--- config.mk ---
export PLATFORM = sky130hd
export DESIGN_NAME = wb_decoder_timeout_flat
export DESIGN_NICKNAME = d
export VERILOG_FILES = /design/src/rtl/wb_decoder_timeout_if.sv /design/src/rtl/wb_decoder_timeout.sv /design/src/flat_wrapper.sv
export SDC_FILE = /design/constraint.sdc
export NUM_CORES = 1
export LEC_CHECK = 0
export BUFFER_PORTS_ARGS = -buffer_cell sky130_fd_sc_hd__buf_2
export CAP_MARGIN = 20
export CORE_AREA = 2 2 127 129
export DETAILED_ROUTE_END_ITERATION = 12
export DIE_AREA = 0 0 129 131
export GPL_ROUTABILITY_DRIVEN = 0
export PLACE_DENSITY = 0.69
export SLEW_MARGIN = 10
export SYNTH_ARGS = -nofsm -noshare
export SYNTH_HDL_FRONTEND = slang
export SYNTH_SLANG_ARGS = --single-unit
export TNS_END_PERCENT = 10
--- constraint.sdc ---
create_clock -name clk -period 4.6 [get_ports clk]
set_input_delay 0.69 -clock clk [delete_from_list [all_inputs] [get_ports clk]]
set_output_delay 0.69 -clock clk [all_outputs]
set_load 0.02 [all_outputs]
--- src/rtl/wb_decoder_timeout_if.sv ---
// Bridge-to-decoder Wishbone bundle: master-side request/response plus the
// shared slave bus and per-slave strobe/ack lines.
interface wb_decoder_timeout_if;
   logic [35:0]  m_adr_i;
   logic [31:0]  m_dat_i;
   logic [31:0]  m_dat_o;
   logic         m_we_i;
   logic [3:0]   m_sel_i;
   logic         m_stb_i;
   logic         m_cyc_i;
   logic         m_ack_o;
   logic [35:0]  s_adr_o;
   logic [31:0]  s_dat_o;
   logic         s_we_o;
   logic [3:0]   s_sel_o;
   logic [3:0]   s_stb_o;
   logic [3:0]   s_cyc_o;
   logic [127:0] s_dat_i;
   logic [3:0]   s_ack_i;

   modport slave (
      input  m_adr_i, m_dat_i, m_we_i, m_sel_i, m_stb_i, m_cyc_i, s_dat_i, s_ack_i,
      output m_dat_o, m_ack_o, s_adr_o, s_dat_o, s_we_o, s_sel_o, s_stb_o, s_cyc_o
   );

   modport master (
      output m_adr_i, m_dat_i, m_we_i, m_sel_i, m_stb_i, m_cyc_i, s_dat_i, s_ack_i,
      input  m_dat_o, m_ack_o, s_adr_o, s_dat_o, s_we_o, s_sel_o, s_stb_o, s_cyc_o
   );
endinterface

--- src/rtl/wb_decoder_timeout.sv ---
// Single-master Wishbone 4-way address decoder with bus watchdog.
// Optional error status registers enabled by `define WB_DECODER_STATUS_EN.
module wb_decoder_timeout #(
   parameter logic [3:0]  SLAVE_MASK     = 4'b1111,
   parameter int unsigned TIMEOUT_CYCLES = 255,
   parameter logic [31:0] ERR_DATA       = 32'hDEADBEEF
) (
   input logic                 clk,
   input logic                 rst_n,
   wb_decoder_timeout_if.slave bus
`ifdef WB_DECODER_STATUS_EN
   ,
   output logic [15:0]         err_count,
   output logic [35:0]         last_err_adr,
   output logic                last_err_to,
   input  logic                err_clr
`endif
);

   typedef enum logic [4:0] {
      IDLE   = 5'b00001,
      ACTIVE = 5'b00010,
      ERROR  = 5'b00100,
      ACK    = 5'b01000,
      DRAIN  = 5'b10000
   } state_t;

   localparam logic [15:0] CNT_LAST = 16'(TIMEOUT_CYCLES - 1);

   state_t      state, state_nxt;
   logic [1:0]  idx;
   logic [15:0] cnt;
   logic        req;
   logic        ack_hit;

   assign req         = bus.m_cyc_i && bus.m_stb_i;
   assign bus.s_stb_o = (state == ACTIVE) ? (4'b0001 << idx) : '0;
   assign bus.s_cyc_o = bus.s_stb_o;

   always_comb begin
      state_nxt = state;
      ack_hit   = 1'b0;
      case (state)
         IDLE:
            if (req) state_nxt = SLAVE_MASK[bus.m_adr_i[35:34]] ? ACTIVE : ERROR;
         ACTIVE:
            if (!bus.m_cyc_i) begin
               state_nxt = IDLE;
            end else if (bus.s_ack_i[idx]) begin
               state_nxt = ACK;
               ack_hit   = 1'b1;
            end else if (cnt == CNT_LAST) begin
               state_nxt = ERROR;
            end
         ERROR:   state_nxt = ACK;
         ACK:     state_nxt = DRAIN;
         DRAIN:
            if (!bus.m_stb_i) state_nxt = IDLE;
         default: state_nxt = IDLE;
      endcase
   end

   // m_ack_o is registered off the ACK state, giving the +2 / +3 ack latencies
   always_ff @(posedge clk) begin
      if (!rst_n) begin
         state       <= IDLE;
         idx         <= '0;
         cnt         <= '0;
         bus.m_ack_o <= 1'b0;
         bus.m_dat_o <= '0;
         bus.s_adr_o <= '0;
         bus.s_dat_o <= '0;
         bus.s_we_o  <= 1'b0;
         bus.s_sel_o <= '0;
      end else begin
         state       <= state_nxt;
         bus.m_ack_o <= (state == ACK);
         cnt         <= (state == ACTIVE) ? cnt + 16'd1 : '0;
         if (state == IDLE && req) begin
            bus.s_adr_o <= bus.m_adr_i;
            bus.s_dat_o <= bus.m_dat_i;
            bus.s_we_o  <= bus.m_we_i;
            bus.s_sel_o <= bus.m_sel_i;
            idx         <= bus.m_adr_i[35:34];
         end
         if (ack_hit && !bus.s_we_o) bus.m_dat_o <= bus.s_dat_i[{idx, 5'b0} +: 32];
         if (state == ERROR && !bus.s_we_o) bus.m_dat_o <= ERR_DATA;
      end
   end

`ifdef WB_DECODER_STATUS_EN
   logic        err_entry;
   logic [35:0] err_adr;

   assign err_entry = (state_nxt == ERROR) && (state != ERROR);
   assign err_adr   = (state == IDLE) ? bus.m_adr_i : bus.s_adr_o;

   // a coinciding clear zeroes the count but still records the new error
   always_ff @(posedge clk) begin
      if (!rst_n) begin
         err_count    <= '0;
         last_err_adr <= '0;
         last_err_to  <= 1'b0;
      end else begin
         if (err_entry) begin
            last_err_adr <= err_adr;
            last_err_to  <= (state == ACTIVE);
         end else if (err_clr) begin
            last_err_adr <= '0;
            last_err_to  <= 1'b0;
         end
         if (err_clr) err_count <= '0;
         else if (err_entry && err_count != 16'hFFFF) err_count <= err_count + 16'd1;
      end
   end
`endif

endmodule

--- src/flat_wrapper.sv ---
// flat-port wrapper written by rule: the top's interface ports become plain ports
module wb_decoder_timeout_flat 
#(
   parameter logic [3:0]  SLAVE_MASK     = 4'b1111,
   parameter int unsigned TIMEOUT_CYCLES = 255,
   parameter logic [31:0] ERR_DATA       = 32'hDEADBEEF
)
  (clk, rst_n, bus_m_adr_i, bus_m_dat_i, bus_m_we_i, bus_m_sel_i, bus_m_stb_i, bus_m_cyc_i, bus_s_dat_i, bus_s_ack_i, bus_m_dat_o, bus_m_ack_o, bus_s_adr_o, bus_s_dat_o, bus_s_we_o, bus_s_sel_o, bus_s_stb_o, bus_s_cyc_o);
  wb_decoder_timeout_if bus_i ();
  input logic clk;
  input logic rst_n;
  input wire logic [$bits(bus_i.m_adr_i)-1:0] bus_m_adr_i;
  input wire logic [$bits(bus_i.m_dat_i)-1:0] bus_m_dat_i;
  input wire logic [$bits(bus_i.m_we_i)-1:0] bus_m_we_i;
  input wire logic [$bits(bus_i.m_sel_i)-1:0] bus_m_sel_i;
  input wire logic [$bits(bus_i.m_stb_i)-1:0] bus_m_stb_i;
  input wire logic [$bits(bus_i.m_cyc_i)-1:0] bus_m_cyc_i;
  input wire logic [$bits(bus_i.s_dat_i)-1:0] bus_s_dat_i;
  input wire logic [$bits(bus_i.s_ack_i)-1:0] bus_s_ack_i;
  output wire logic [$bits(bus_i.m_dat_o)-1:0] bus_m_dat_o;
  output wire logic [$bits(bus_i.m_ack_o)-1:0] bus_m_ack_o;
  output wire logic [$bits(bus_i.s_adr_o)-1:0] bus_s_adr_o;
  output wire logic [$bits(bus_i.s_dat_o)-1:0] bus_s_dat_o;
  output wire logic [$bits(bus_i.s_we_o)-1:0] bus_s_we_o;
  output wire logic [$bits(bus_i.s_sel_o)-1:0] bus_s_sel_o;
  output wire logic [$bits(bus_i.s_stb_o)-1:0] bus_s_stb_o;
  output wire logic [$bits(bus_i.s_cyc_o)-1:0] bus_s_cyc_o;
  assign bus_i.m_adr_i = bus_m_adr_i;
  assign bus_i.m_dat_i = bus_m_dat_i;
  assign bus_i.m_we_i = bus_m_we_i;
  assign bus_i.m_sel_i = bus_m_sel_i;
  assign bus_i.m_stb_i = bus_m_stb_i;
  assign bus_i.m_cyc_i = bus_m_cyc_i;
  assign bus_i.s_dat_i = bus_s_dat_i;
  assign bus_i.s_ack_i = bus_s_ack_i;
  assign bus_m_dat_o = bus_i.m_dat_o;
  assign bus_m_ack_o = bus_i.m_ack_o;
  assign bus_s_adr_o = bus_i.s_adr_o;
  assign bus_s_dat_o = bus_i.s_dat_o;
  assign bus_s_we_o = bus_i.s_we_o;
  assign bus_s_sel_o = bus_i.s_sel_o;
  assign bus_s_stb_o = bus_i.s_stb_o;
  assign bus_s_cyc_o = bus_i.s_cyc_o;
  wb_decoder_timeout #(.SLAVE_MASK(SLAVE_MASK), .TIMEOUT_CYCLES(TIMEOUT_CYCLES), .ERR_DATA(ERR_DATA)) u_core (.clk(clk), .rst_n(rst_n), .bus(bus_i));
endmodule
* Yosys cells after proc, flatten, opt, wreduce, memory -nomap -nowiden
Index checks and enable logic that the tools add are counted.
Storage, ports and cells: bits in registers 129, input bits 209, output and inout port bits 114, logic and storage cells 51
Cells by class: add/sub/neg operators 1, $lt $le $gt $ge 2, eq/ne operators 9, shift-type cells 2, muxes and demuxes 17, bitwise operators 1, reduce and logical (&&, ||, !) cells 9
Operators with widths (count):
- $shiftx A128 B8 Y32 | 1
- $mux W32 | 2
- $mux W5 | 5
- $pmux W5 S5 | 1
- $add A16 B1 Y16 const B | 1
- $eq A16 B8 Y1 const B | 1
- $lt A2 B3 Y1 const B | 2
- $eq A5 B1 Y1 const B | 1
- $eq A5 B2 Y1 const B | 1
- $eq A5 B3 Y1 const B | 1
- $eq A5 B4 Y1 const B | 1
- $eq A5 B5 Y1 const B | 1
- $mux W1 | 5
- $bmux W1 S2 | 2
- $logic_and A1 B1 Y1 | 4
- $mux W4 | 1
- $ne A4 B4 Y1 const B | 1
- $shl A1 B2 Y4 const A | 1
- $mux W3 | 1
- $reduce_and A3 Y1 | 1
- $ne A2 B1 Y1 const B | 1
- $ne A2 B2 Y1 const B | 1
- $reduce_and A2 Y1 | 1
- $reduce_bool A2 Y1 | 1
- other kinds (3) | 3

* Depth between registers and ports, before layout
Gate-level depths: netlist (run 1).
depth after elaboration 8, depth in mapped cells 7, gate-level depth less buffers 6

* Worst setup path after synthesis (run 1)
Ideal clock, no wire load.
path type flip-flop to output port, from register u_core.bus.s_adr_o[34] (netlist name), to output port bus_s_stb_o[1], data arrival time 2.071 ns, data required time 3.910 ns, path slack 1.839 ns, stages on the path, launching flop included 6, buffers on the path 4, cells stage by stage dfxtp_1 > buf_4 > buf_4 > buf_2 > nor3b_1 > buf_4
RTL lines:
- to (decl) | line flat_wrapper.sv:26 | output wire logic [$bits(bus_i.s_stb_o)-1:0] bus_s_stb_o;

* Worst setup path after layout (run 1)
from register u_core.state[1], to register u_core.bus.s_adr_o[1]
Between the ends: word-level cells in the longest chain between the ends 2
Ends and longest elaborated chain:
- from (decl) | line wb_decoder_timeout.sv:30 | state_t state, state_nxt;
- from (signal assigned) | line wb_decoder_timeout.sv:76 | state <= state_nxt;
- $eq A5 B1 Y1 | line wb_decoder_timeout.sv:79 | if (state == IDLE && req) begin
- $logic_and A1 B1 Y1 | line wb_decoder_timeout.sv:79
- to (signal assigned) | line wb_decoder_timeout.sv:80 | bus.s_adr_o <= bus.m_adr_i;
- to (decl) | line wb_decoder_timeout_if.sv:23 | output m_dat_o, m_ack_o, s_adr_o, s_dat_o, s_we_o, s_sel_o, s_stb_o, s_cyc_o
Every way passes these cells. A chain may end at the register's enable or synchronous reset.

==> flow_summary.json, run 1 <==
{
  "criticalPathCategory": "flop to flop",
  "skew_ns": 0.00695,
  "final_nets": 1100,
  "p_switching_w": 0.000695,
  "status": "finished clean",
  "max-slew-margin-rel_pct": 31.1,
  "power_density_nw_per_um2": 362,
  "grt_antenna_before_repair": 3,
  "first_pass_iters": 4,
  "drc": 0,
  "hp-class": "flop to flop",
  "finalWorstSetupSlack_ns": 1.97,
  "crit_fanout": 51,
  "yosysTopAreaCellShare_pct": 44.1,
  "irDropWorstVdd_mv": 0.250,
  "synth_seq_cells": 127,
  "rrSetupSlack_ns": 1.97,
  "holdBufCountCts": 0,
  "pwr-share-comb_pct": 11.5,
  "core_area_um2": 15600,
  "preCtsSetupSlack_ns": 1.86,
  "syn-instance-count": 592,
  "die_h_um": 131,
  "finalSetupViolCount": 0,
  "start_util_pct": 37.0,
  "root_buffer": "clkbuf_16",
  "cts_resized": 0,
  "pin_count": 323,
  "portBuffers": 322,
  "switching_share_pct": 23.8,
  "final_cell_mix": "322 x buf_2, 157 x nand2_1, 125 x dfxtp_1",
  "synth_area_leader_cell": "dfxtp_1",
  "vias_per_cell": 4.92,
  "track_usage_pct": 20.9,
  "postSynth.asyncResetShare_pct": 0,
  "cts_setup_buffers": 0,
  "rsz0062_at_grt": "no",
  "drive_gt1_share_pct": 46.8,
  "clockBufferDepth": 2,
  "clkTransAtPathRegs_ns": 0.05,
  "synth_edf_count": 0,
  "ant_nets": 0,
  "maxCapViolCount": 0,
  "wl_um": 18400,
  "yosys_warnings": 0,
  "cp.arrival_ns": 2.95,
  "grt_max_degree": 74,
  "worst_setup_path_end_kind": "flop",
  "fin_crit_ns": 2.63,
  "power.leakage_nw": 3.67,
  "final_cell_count_no_fill": 1120,
  "die_area_um2": 16900,
  "tritoncts": "built",
  "clk_latency_ns": 0.41,
  "grt_pass1_wl_um": 27000,
  "yosysSeqAreaShare_pct": 44.1,
  "synthDistinctLibCells": 48,
  "synth.avg_cell_area_um2": 9.74,
  "fp-row-count": 46,
  "hold_violations": 0,
  "overflow": 0,
  "grt_pass1_vias": 5233,
  "vias": 5509,
  "drv_slew": 0,
  "die_x_um": 129,
  "worstMarginPinSlew_ns": 1.03,
  "placedCellCount": 1086,
  "synth_nets": 803,
  "seq_power_share_pct": 39.9,
  "cts_max_level": 4,
  "area_growth_pct": 40.0,
  "cp.required_ns": 4.92,
  "layout_commonest_cell": "buf_2",
  "syn_area_um2": 5770,
  "dp_hpwl_um": 13500,
  "fmaxAchievable_mhz": 381,
  "clock-sinks": 127,
  "synthTopCellsByArea": "dfxtp_1 44%, mux4_2 13%, nand2_1 10%, a21boi_0 9.5%, o221a_2 2.3%",
  "worstSetupStartpointType": "flop",
  "setup_tns_ns": 0,
  "p_int_w": 0.00223,
  "p_clk_share_pct": 48.6,
  "cts_made_buffers": 17,
  "ys.flop_type": "dfxtp_1",
  "route.detailed.wl_per_inst_um": 16.4,
  "drt_iter0_markers": 176,
  "finalCritPeriodShare_pct": 57.1
}
## critical path, stage by stage (launching register included)
cell and delay [ns]:
dfxtp_1 0.39, nor3_1 0.51, and3_2 0.92, buf_4 0.39
nand2_1 0.07, a21boi_0 0.20
## logic make-up (layout without fill, tap and decap cells)
logic type / after synthesis / count (layout) / share of synthesized area (%)
other: 0 / 3 / 0
buffers and inverters: 53 / 362 / 4.60
multiplexers: 41 / 41 / 14.3
AO/OA/AOI/OAI: 116 / 116 / 16.0
AND/OR/NAND/NOR: 241 / 241 / 18.8
adder cells (fa/ha/maj): 2 / 2 / 0.434
XOR/XNOR: 12 / 12 / 1.82
flip-flops: 127 / 127 / 44.1
## cell usage after synthesis, types with 2 or more instances
cell      count
dfxtp_1     127
mux2i_1       8
ha_1          2
nand2_1     157
nand3_1       6
or3_1         4
xnor2_1       7
a21oi_1       7
a21boi_0     73
or4_1         2
nor3_1        4
nor4_1        3
o311a_1      13
and2_1        3
clkbuf_1     24
buf_1         2
and3_1        4
inv_1         4
nand3_2       2
nand4_1       4
buf_2         8
xor2_1        5
nand2b_1      2
o21ai_0       5
mux4_2       33
nor2_1       26
nor2b_1       2
nor4b_1       2
or2_2         9
buf_4        15
o221a_2      12
## area by class of cell
cell class | instances | area (um2)
inverters | 4 | 15.0
well taps | 216 | 270
clock inverters | 11 | 164
multi-input cells | 412 | 2970
flip-flops and latches | 127 | 2540
fillers | 1514 | 7520
clock buffers | 20 | 457
diodes | 3 | 7.51
repair buffers | 327 | 1650
## stage by stage
stage                     hold slack, ns  power [W]  cell area (um2)  util [%]
after floorplan                    0.441    0.00137             5770         -
after global placement             0.448    0.00152             7440      47.7
after detailed placement           0.455    0.00153             7440      47.7
after CTS                          0.462    0.00296             8070      51.7
after global routing               0.487    0.00303             8070      51.7
final                              0.458    0.00292             8070      51.8
## routing by layer
layer	track usage (%)	part of all wire, %	vias to the layer above
met5	0	0.071	-
met4	10.3	3.5	2
met3	8.02	9.2	45
met2	33.9	46	236
met1	24.4	41	2531
li1	-	-	2695
## path summary, 6_finish.rpt
check,cells after the start,end,startpoint
worst min-delay path,2,u_core.bus.s_adr_o[22],u_core.bus.s_adr_o[22]
worst max-delay path,5,u_core.bus.s_adr_o[1],u_core.state[1]
worst max register to register,5,u_core.bus.s_adr_o[1],u_core.state[1]
worst min register to register,2,u_core.bus.s_adr_o[22],u_core.bus.s_adr_o[22]
## power groups by stage
stage | Sequential [W] | Clock, W | Combinational (W)
floorplan | 0.00122 | 0 | 0.000153
global placement | 0.00119 | 0 | 0.000336
detailed placement | 0.00119 | 0 | 0.000338
CTS | 0.00117 | 0.00145 | 0.000340
global route | 0.00117 | 0.00149 | 0.000368
finish | 0.00117 | 0.00142 | 0.000337
## sequential cells by signal, summed over array words and instances (netlist names)
name	cells
u_core.bus.s_adr_o	35
u_core.bus.m_dat_o	32
u_core.bus.s_dat_o	32
u_core.cnt	16
u_core.state	5
u_core.bus.s_sel_o	4
u_core.bus.m_ack_o	1
u_core.bus.s_we_o	1
u_core.idx	1
Note: power is estimated with default switching activity, not from simulation.
==> run 2, diff against run 1 <==
--- a/config.mk
+++ b/config.mk
@@ -11,7 +11,7 @@
 export DETAILED_ROUTE_END_ITERATION = 12
 export DIE_AREA = 0 0 129 131
 export GPL_ROUTABILITY_DRIVEN = 0
-export PLACE_DENSITY = 0.69
+export PLACE_DENSITY = 0.72
 export SLEW_MARGIN = 10
 export SYNTH_ARGS = -nofsm -noshare
 export SYNTH_HDL_FRONTEND = slang
==> constraint.sdc (replaced) <==
create_clock -name clk -period 2.2 [get_ports clk]
set_input_delay 0.33 -clock clk [delete_from_list [all_inputs] [get_ports clk]]
set_output_delay 0.33 -clock clk [all_outputs]
set_load 0.02 [all_outputs]
==> flow_summary.json, run 2 (synthesis gave the netlist of run 1 again) <==
{
  "status": "finished clean",
  "wl_met3_um": 1140,
  "power.leakage_nw": 3.68,
  "holdPathStages": 3,
  "drc": 0,
  "tritoncts": "built",
  "max-slew-margin-rel_pct": 51.6,
  "regMostFlops": "u_core.bus.s_adr_o",
  "track_usage_pct": 20.1,
  "rr_startpoint": "u_core.state[4]",
  "cts_max_level": 4,
  "die_area_um2": 16900,
  "finalCritPeriodShare_pct": 95.9,
  "preCtsSetupSlack_ns": 0.336,
  "first_pass_iters": 4,
  "drv_slew": 0,
  "final_nets": 1106,
  "min_to": "u_core.bus.s_dat_o[0]",
  "cp.arrival_ns": 1.78,
  "pin_count": 323,
  "wl_met1_um": 7230,
  "grt_pass1_vias": 5116,
  "fin_crit_ns": 2.11,
  "clk_latency_ns": 0.42,
  "layout_commonest_cell": "buf_2",
  "worstSetupStartpointType": "flop",
  "reg_top3": "u_core.bus.s_adr_o: 35 flops, u_core.bus.m_dat_o: 32 flops, u_core.bus.s_dat_o: 32 flops",
  "highest_layer": "met5",
  "route.detailed.wl_per_inst_um": 15.7,
  "skew_ns": 0.0258,
  "multiInputGateArea_um2": 2990,
  "overflow": 0,
  "worstMarginPinSlew_ns": 0.724,
  "drt_iter0_markers": 236,
  "start_util_pct": 37.0,
  "slowest_delay_ns": 0.39,
  "dp_hpwl_um": 13300,
  "irDropWorstVdd_mv": 0.566,
  "die_x_um": 129,
  "fp-row-count": 46,
  "wl_met2_um": 9030,
  "placed_area_um2": 7570,
  "finalSetupViolCount": 0,
  "regArea_um2": 2540,
  "final_cell_mix": "322 x buf_2, 157 x nand2_1, 125 x dfxtp_1",
  "crit_chain": "nor4_4 -> and2_4 -> nand2_1 -> nor2_1 -> buf_2",
  "largest_reg_flops": 35,
  "grt_pass1_wl_um": 26400,
  "wl_um": 17700,
  "r2r-end": "u_core.bus.m_dat_o[13]",
  "die_h_um": 131,
  "hp-class": "primary input to flop",
  "cts_made_buffers": 17,
  "clkTransAtPathRegs_ns": 0.06,
  "vias_per_cell": 4.86,
  "portBuffers": 322,
  "clockBufferDepth": 2,
  "grt_max_degree": 104,
  "num-fill-cells": 1475,
  "vias": 5463,
  "antenna_cells": 0,
  "power_density_nw_per_um2": 710,
  "ant_nets": 0,
  "core_area_um2": 15600,
  "power.total_w": 0.00578,
  "hold_violations": 0,
  "cpMaxStageDelayCell": "dfxtp_1",
  "design_area_um2": 8140,
  "worst_setup_path_end_kind": "output pin",
  "criticalPathCategory": "flop to output pin",
  "setup_tns_ns": 0,
  "whs_ns": 0.156,
  "clock-sinks": 127,
  "grt_antenna_before_repair": 1,
  "crit_fanout": 7,
  "root_buffer": "clkbuf_16",
  "area_growth_pct": 41.2,
  "rrSetupSlack_ns": 0.27,
  "fmaxAchievable_mhz": 474,
  "cp.required_ns": 1.87,
  "maxCapViolCount": 0,
  "reg2reg_depth": 3,
  "finalWorstSetupSlack_ns": 0.0902,
  "drive_gt1_share_pct": 47.2,
  "min_from": "bus_m_dat_i[0]"
}
## run 2: changes by cell type in the layout (fill, tap and decap cells not counted), moves of 2 or more
cell	delta
clkinv_2	-2
diode_2	-3
buf_12	+6
clkinvlp_4	+3
clkbuf_1	+3
bufinv_16	-3
## run 2: per-stage QoR
stage | util, % | instances
floorplan | - | 592
global placement | 48.5 | 1092
detailed placement | 48.5 | 1092
CTS | 52.1 | 1124
global route | 52.2 | 1124
finish | 52.2 | 1124
## run 2: worst max-delay path by stage
stage / startpoint / endpoint / slack (ns)
final: u_core.state[3] / bus_s_stb_o[2] / 0.09
after global routing: u_core.state[3] / bus_s_cyc_o[2] / -0.03
after CTS: u_core.state[4] / bus_s_cyc_o[0] / 0.04
after detailed placement: u_core.state[4] / u_core.bus.m_dat_o[13] / 0.34
after global placement: u_core.state[4] / u_core.bus.m_dat_o[19] / 0.34
after floorplan: u_core.idx[1] / bus_s_stb_o[2] / 0.01
## run 2: critical path, delay by kind of cell, from the launching register on
kind,cells,cell delay [ns]
DFF,1,0.39
buffers and inverters,1,0.18
and+or+nand+nor,4,0.80
## run 2: where the power goes
| group | internal [W] | total, W | switching, W |
|---|---|---|---|
| registers | 0.00238 | 0.00242 | 0.0000423 |
| clock network | 0.00161 | 0.00262 | 0.00101 |
| logic | 0.000363 | 0.000741 | 0.000378 |
## run 2: metal layers
layer | GRT usage, % | vias to the layer above
met5 | 0 | -
met4 | 6.97 | 2
met3 | 5.17 | 16
met2 | 35.3 | 212
met1 | 23.9 | 2538
li1 | - | 2695
## run 2: what timing repair did
action | 4_1_cts | 5_1_grt
pin swaps | 0 | 1
setup endpoints to repair | 4 | 8
hold buffers | 0 | 0
gates resized for setup | 1 | 3
buffers inserted | 0 | 0
## run 2: cell type report
class | count | area share [%]
multi-input cells | 412 | 36.7
flip-flops and latches | 127 | 31.3
repair buffers | 333 | 21.7
clock buffers | 23 | 5.75
well taps | 216 | 3.32
clock inverters | 9 | 1.06
inverters | 4 | 0.184
